===== src/rtl/skew_feed_pkg.sv =====
// Shared types and helpers for the skewed fifo-bank feed controller.
//   feed_state_t : controller FSM states
//   feed_cycles  : number of FEED cycles for a given array dimension
//   in_window    : whether fifo i is inside the diagonal drain window at feed cycle t
package skew_feed_pkg;

    typedef enum logic [1:0] {
        StIdle,
        StLoad,
        StFeed,
        StDone
    } feed_state_t;

    // Fifo DIM-1 starts DIM-1 cycles late and then drains DIM words.
    function automatic int unsigned feed_cycles(input int unsigned dim);
        return 2 * dim - 1;
    endfunction

    function automatic logic in_window(input int unsigned t, input int unsigned i,
                                       input int unsigned dim);
        return (t >= i) && (t < i + dim);
    endfunction

endpackage


===== src/rtl/skew_feed_ctrl_skew_window.sv =====
// Diagonal drain window: mask bit i is set while fifo i is draining at feed cycle feed_cnt.
// Ports:
//   feed_cnt  in   FCW   current feed cycle
//   mask      out  DIM   per-fifo window mask
module skew_window
    import skew_feed_pkg::*;
#(
    parameter int unsigned DIM = 8,
    parameter int unsigned FCW = $clog2(2 * DIM)
) (
    input  logic [FCW-1:0] feed_cnt,
    output logic [DIM-1:0] mask
);

    always_comb begin
        mask = '0;
        for (int unsigned i = 0; i < DIM; i++) begin
            mask[i] = in_window(32'(feed_cnt), i, DIM);
        end
    end

endmodule


===== src/rtl/skew_feed_ctrl.sv =====
// Load-then-skewed-drain controller for a bank of DIM delay fifos feeding a systolic array.
// Loads DIM host rows in parallel over a valid/ready handshake, then drains fifo i
// starting i cycles after fifo 0 and flags which fifo heads are valid array operands.
// Optional build macro SKEW_FEED_PERF_EN adds perf_stall_cnt.
// Ports:
//   clk, rst_n      clock, asynchronous active-low reset
//   start           single-cycle request (honoured only when idle)
//   in_valid/ready  host row handshake; in_data element i -> fifo i
//   fifo_en/fifo_d  per-fifo shift enable and data in
//   arr_valid       per-fifo head valid for the array this cycle
//   busy, done      not idle; one-cycle end-of-feed pulse
//   perf_stall_cnt  (SKEW_FEED_PERF_EN) LOAD cycles without in_valid, saturating
module skew_feed_ctrl
    import skew_feed_pkg::*;
#(
    parameter int unsigned DIM  = 8,
    parameter int unsigned BITS = 8
) (
    input  logic                clk,
    input  logic                rst_n,
    input  logic                start,
    input  logic                in_valid,
    output logic                in_ready,
    input  logic [DIM*BITS-1:0] in_data,
    output logic [DIM-1:0]      fifo_en,
    output logic [DIM*BITS-1:0] fifo_d,
    output logic [DIM-1:0]      arr_valid,
    output logic                busy,
    output logic                done
`ifdef SKEW_FEED_PERF_EN
    ,
    output logic [31:0]         perf_stall_cnt
`endif
);

    localparam int unsigned LCW      = $clog2(DIM + 1);
    localparam int unsigned FCW      = $clog2(2 * DIM);
    localparam int unsigned FeedLast = feed_cycles(DIM) - 1;

    feed_state_t    state_q, state_d;
    logic [LCW-1:0] load_cnt_q, load_cnt_d;
    logic [FCW-1:0] feed_cnt_q, feed_cnt_d;
    logic [DIM-1:0] window;

    skew_window #(
        .DIM (DIM),
        .FCW (FCW)
    ) u_window (
        .feed_cnt (feed_cnt_q),
        .mask     (window)
    );

    always_ff @(posedge clk or negedge rst_n) begin
        if (!rst_n) begin
            state_q    <= StIdle;
            load_cnt_q <= '0;
            feed_cnt_q <= '0;
        end else begin
            state_q    <= state_d;
            load_cnt_q <= load_cnt_d;
            feed_cnt_q <= feed_cnt_d;
        end
    end

    always_comb begin
        state_d    = state_q;
        load_cnt_d = load_cnt_q;
        feed_cnt_d = feed_cnt_q;
        in_ready   = 1'b0;
        fifo_en    = '0;
        fifo_d     = '0;
        arr_valid  = '0;
        done       = 1'b0;

        unique case (state_q)
            StIdle: begin
                if (start) begin
                    state_d    = StLoad;
                    load_cnt_d = '0;
                end
            end
            StLoad: begin
                in_ready = 1'b1;
                if (in_valid) begin
                    // Same-cycle write into every fifo; no output register stage.
                    fifo_en    = '1;
                    fifo_d     = in_data;
                    load_cnt_d = load_cnt_q + LCW'(1);
                    if (load_cnt_q == LCW'(DIM - 1)) begin
                        state_d    = StFeed;
                        feed_cnt_d = '0;
                    end
                end
            end
            StFeed: begin
                // Zeros are shifted in while the diagonal window drains each fifo.
                fifo_en    = window;
                arr_valid  = window;
                feed_cnt_d = feed_cnt_q + FCW'(1);
                if (feed_cnt_q == FCW'(FeedLast)) begin
                    state_d = StDone;
                end
            end
            StDone: begin
                done    = 1'b1;
                state_d = StIdle;
            end
            default: begin
                state_d = StIdle;
            end
        endcase
    end

    assign busy = (state_q != StIdle);

`ifdef SKEW_FEED_PERF_EN
    logic [31:0] perf_q;

    always_ff @(posedge clk or negedge rst_n) begin
        if (!rst_n) begin
            perf_q <= '0;
        end else if (state_q == StIdle && start) begin
            perf_q <= '0;
        end else if (state_q == StLoad && !in_valid && perf_q != '1) begin
            perf_q <= perf_q + 32'd1;
        end
    end

    assign perf_stall_cnt = perf_q;
`endif

endmodule


===== config.mk =====
export PLATFORM = sky130hd
export DESIGN_NAME = skew_feed_ctrl
export DESIGN_NICKNAME = d
export VERILOG_FILES = /design/src/rtl/skew_feed_pkg.sv /design/src/rtl/skew_feed_ctrl_skew_window.sv /design/src/rtl/skew_feed_ctrl.sv
export SDC_FILE = /design/constraint.sdc
export NUM_CORES = 1
export LEC_CHECK = 0
export BUFFER_PORTS_ARGS = -buffer_cell sky130_fd_sc_hd__clkbuf_2
export CELL_PAD_IN_SITES_DETAIL_PLACEMENT = 0
export CELL_PAD_IN_SITES_GLOBAL_PLACEMENT = 1
export CORE_MARGIN = 2
export CORE_UTILIZATION = 20
export DETAILED_ROUTE_END_ITERATION = 6
export PLACE_DENSITY = 0.85
export SYNTH_ARGS = -nofsm -noshare
export SYNTH_HDL_FRONTEND = slang
export SYNTH_SLANG_ARGS = --single-unit

===== constraint.sdc =====
create_clock -name clk -period 1.7 [get_ports clk]
set_input_delay 0.34 -clock clk [delete_from_list [all_inputs] [get_ports clk]]
set_output_delay 0.34 -clock clk [all_outputs]
set_load 0.005 [all_outputs]

==> run_results.csv <==
group,metric,value,unit
outcome,status,"complete, but fails checks",
outcome,violations,"setup timing",
global_routing,grt_max_degree,56,
final_layout,syn_to_final_growth,155,%
routing,drt-total-wl,7780,um
placed_design,placedInstanceArea,2440,um^2
timing,fmax,515,MHz
critical_path,cpMaxStageDelayCell,"dfrtp_2",
routing,vias_per_cell,4.69,
cts,clock_sinks,10,
final_layout,nNetsFinal,463,
timing,finalCritPeriodShare,114,%
final_layout,diodes,0,
final_layout,utilization,51.9,%
power_and_ir_drop,vdd_drop_max,0.613,mV
timing,fin_skew,0.00216,ns
global_routing,grt_pass1_wl,10300,um
cts,h-tree-depth,1,
floorplan,ioPinCount,151,
synth,ys_types,41,
final_layout,fillers,656,
synth,synthFlopType,"dfrtp_1",
synth,synthCells,189,
global_routing,overflow,0,
critical_path,cpPeakStageDelay,0.45,ns
critical_path,crit_type,"reg -> out",
timing,slew_viol_final,0,
critical_path,path_cells,"buf_6, nor2b_1, o21ai_1, a221oi_2, o21a_1, clkbuf_2",
critical_path,startpoint_type,"flip-flop",
synth,syn_nets,270,
synth,synthTopCellsByArea,"and3_1 (28%), dfrtp_1 (17%), ha_1 (11%)",
cts,clk_pin_slew,0.05,ns
power_and_ir_drop,total_power,5.76,mW
timing,finalSetupViolCount,83,
routing,wirelength_met1,3010,um
timing,layout_setup_ws,-0.242,ns
cts,cts_root_buffer,"clkbuf_8",
routing,top_layer,"met4",
run,cap_violations,0,
cts,cts_buffers,3,
critical_path,critPathMaxFanout,4,
final_layout,fin_area,3720,um^2
routing,vias,2253,
cts,cts_buffer_depth,2,
floorplan,die_w,89.5,um
placed_design,gp_congestion,0.857,
timing,relSlewSlack,66.6,%
synth,syn_area,1460,um^2
power_and_ir_drop,switching_share,39.2,%
global_routing,grt_pass1_vias,2086,
routing,drtPass1Iterations,4,
synth,synth_seq_cells,10,
cts,cts_tree,"yes",
global_routing,grt.total_usage,16.5,%
power_and_ir_drop,p_leak,1.87,nW
floorplan,die_area,8010,um^2
placed_design,port_buffers,150,
cts,clkLatencyLatePin,0.24,ns
synth,synth.top_cell.area_share,27.8,%
synth,yosys.area.top_type,"and3_1",
timing,tightest_slew,0.501,ns
floorplan,die_h,89.5,um
routing,drc,0,
power_and_ir_drop,p_int,3.50,mW
floorplan,core,7180,um^2
critical_path,end_kind,"primary output",
power_and_ir_drop,p_clk_share,5.3,%
min_path,hold_class,"in -> reg",
placed_design,hpwl,4580,um
power_and_ir_drop,p_switching,2.26,mW
power_and_ir_drop,power_density,1550,nW/um^2
routing,wl_met2,4210,um
routing,drtAntennaViolNets,0,
global_routing,antenna_found_initial,0,
synth,syn_area_per_cell,7.74,um^2
timing,rsz0062_at_grt,"true",
synth,postSynth.asyncResetShare,100,%
critical_path,cp.required,1.36,ns
timing,final_hold_viol_count,0,
power_and_ir_drop,combPwrFrac,86.1,%
synth,ys_warn_count,0,
floorplan,initial_utilization,20.4,%
final_layout,drive_gt1_share,80.8,%
synth,ys_seq_area_share,17.1,%
critical_path,cp.arrival,1.60,ns
routing,wl_per_cell,16.2,um
routing,met3_wirelength,386,um
power_and_ir_drop,seq_power_share,8.6,%
timing,period_minus_slack,1.94,ns
synth,synth_edf_count,0,
floorplan,placementRows,31,
routing,initialDrtViolationCount,56,
[power by group through the flow]
stage | Clock (mW) | Sequential [mW] | Combinational [mW]
4_1_cts | 0.311 | 0.476 | 3.91
3_3_place_gp | 0 | 0.449 | 2.46
2_1_floorplan | 0 | 0.465 | 1.48
5_1_grt | 0.317 | 0.507 | 5.35
3_5_place_dp | 0 | 0.462 | 2.50
6_report | 0.305 | 0.495 | 4.96
[registers in the layout (all words and copies together), names as in the netlist]
name        flops
load_cnt_q      4
state_q         2
feed_cnt_q      4
[stage by stage]
step	TNS, ns	worst slack, ns	std cells	hold slack (ns)
3_5_place_dp	-0.200	-0.0647	441	0.228
2_1_floorplan	-1.22	-0.0243	189	0.0444
5_1_grt	-15.59	-0.302	480	0.446
3_3_place_gp	0	0.0123	441	0.220
4_1_cts	-9.53	-0.190	467	0.456
6_report	-11.67	-0.242	480	0.402
[path summary, 6_finish.rpt]
check                         startpoint            end  slack, ns  depth (start not counted)
setup / recovery           feed_cnt_q[0]     fifo_en[6]      -0.24                          6
hold / removal                     start  load_cnt_q[0]       0.40                          3
setup reg to reg              state_q[0]     state_q[1]      -0.06                          7
hold reg to reg            load_cnt_q[0]  load_cnt_q[0]       0.60                          2
max in group asynchronous          rst_n     state_q[1]       0.96                          2
min in group asynchronous          rst_n  load_cnt_q[3]       0.51                          2
[routing by layer]
layer  global-route usage (%)  up-vias
li1                         -     1082
met1                     20.0     1066
met2                     30.0       94
met3                     1.57       11
met4                     5.97        0
met5                        0        -
[cells in the mapped netlist (2+ instances only)]
cell      instances
a211oi_1          5
a21o_1            2
a21oi_1           4
a221oi_1          2
and2_1            2
and3_1           65
clkbuf_1         16
dfrtp_1          10
ha_1             13
inv_1             9
inv_2             2
nand2_1           5
nand3_1           2
nand4b_1          2
nor2_1            5
nor2b_1           5
o21a_1            8
o21ai_0           7
o21ai_1           2
or3_1             2
[final cells by class]
class	instances	area, um^2	area share [%]
clock buffers	4	55.1	1.48
inverters	11	51.3	1.38
multi-input cells	150	1550	41.6
flip-flops and latches	10	256	6.89
well taps	99	124	3.33
repair buffers	206	1690	45.3
[kinds of logic after synthesis]
kind of cell    Yosys count  synth area share, %
simple gates             92                 38.5
mux                       2                 1.80
fa+ha+maj                13                 11.1
xor+xnor                  1                0.599
compound gates           41                 21.7
flops                    10                 17.1
buf+inv                  30                 9.15
[layout by cell type, fill, tap and decap left out, drive strengths merged, types with 3 or more instances in the layout]
cell type and instances:
o21a 8, a211oi 5, o21ai 9, buf 84
a21oi 5, ha 13, clkbuf 124, nor2b 5
nor2 5, inv 11, and3 65, nand3 3
dfrtp 10, nand2 5, and2 3
[worst max-delay path: cells and delay by family, from the launching register on]
family	cells	cell delay (ns)
AOI/OAI and AO/OA	3	0.55
buffers and inverters	2	0.24
DFF	1	0.45
and+or+nand+nor	1	0.13
[timing repair]
item                                    CTS  global route
pin swaps                                12            12
endpoints found under the setup margin   83            86
endpoints found under the hold margin    10             0
gates resized for setup                  71           119
gates cloned                              8             6
setup buffers                            14             7
hold buffers                              1             0
Power figures use the tool's default switching activity.
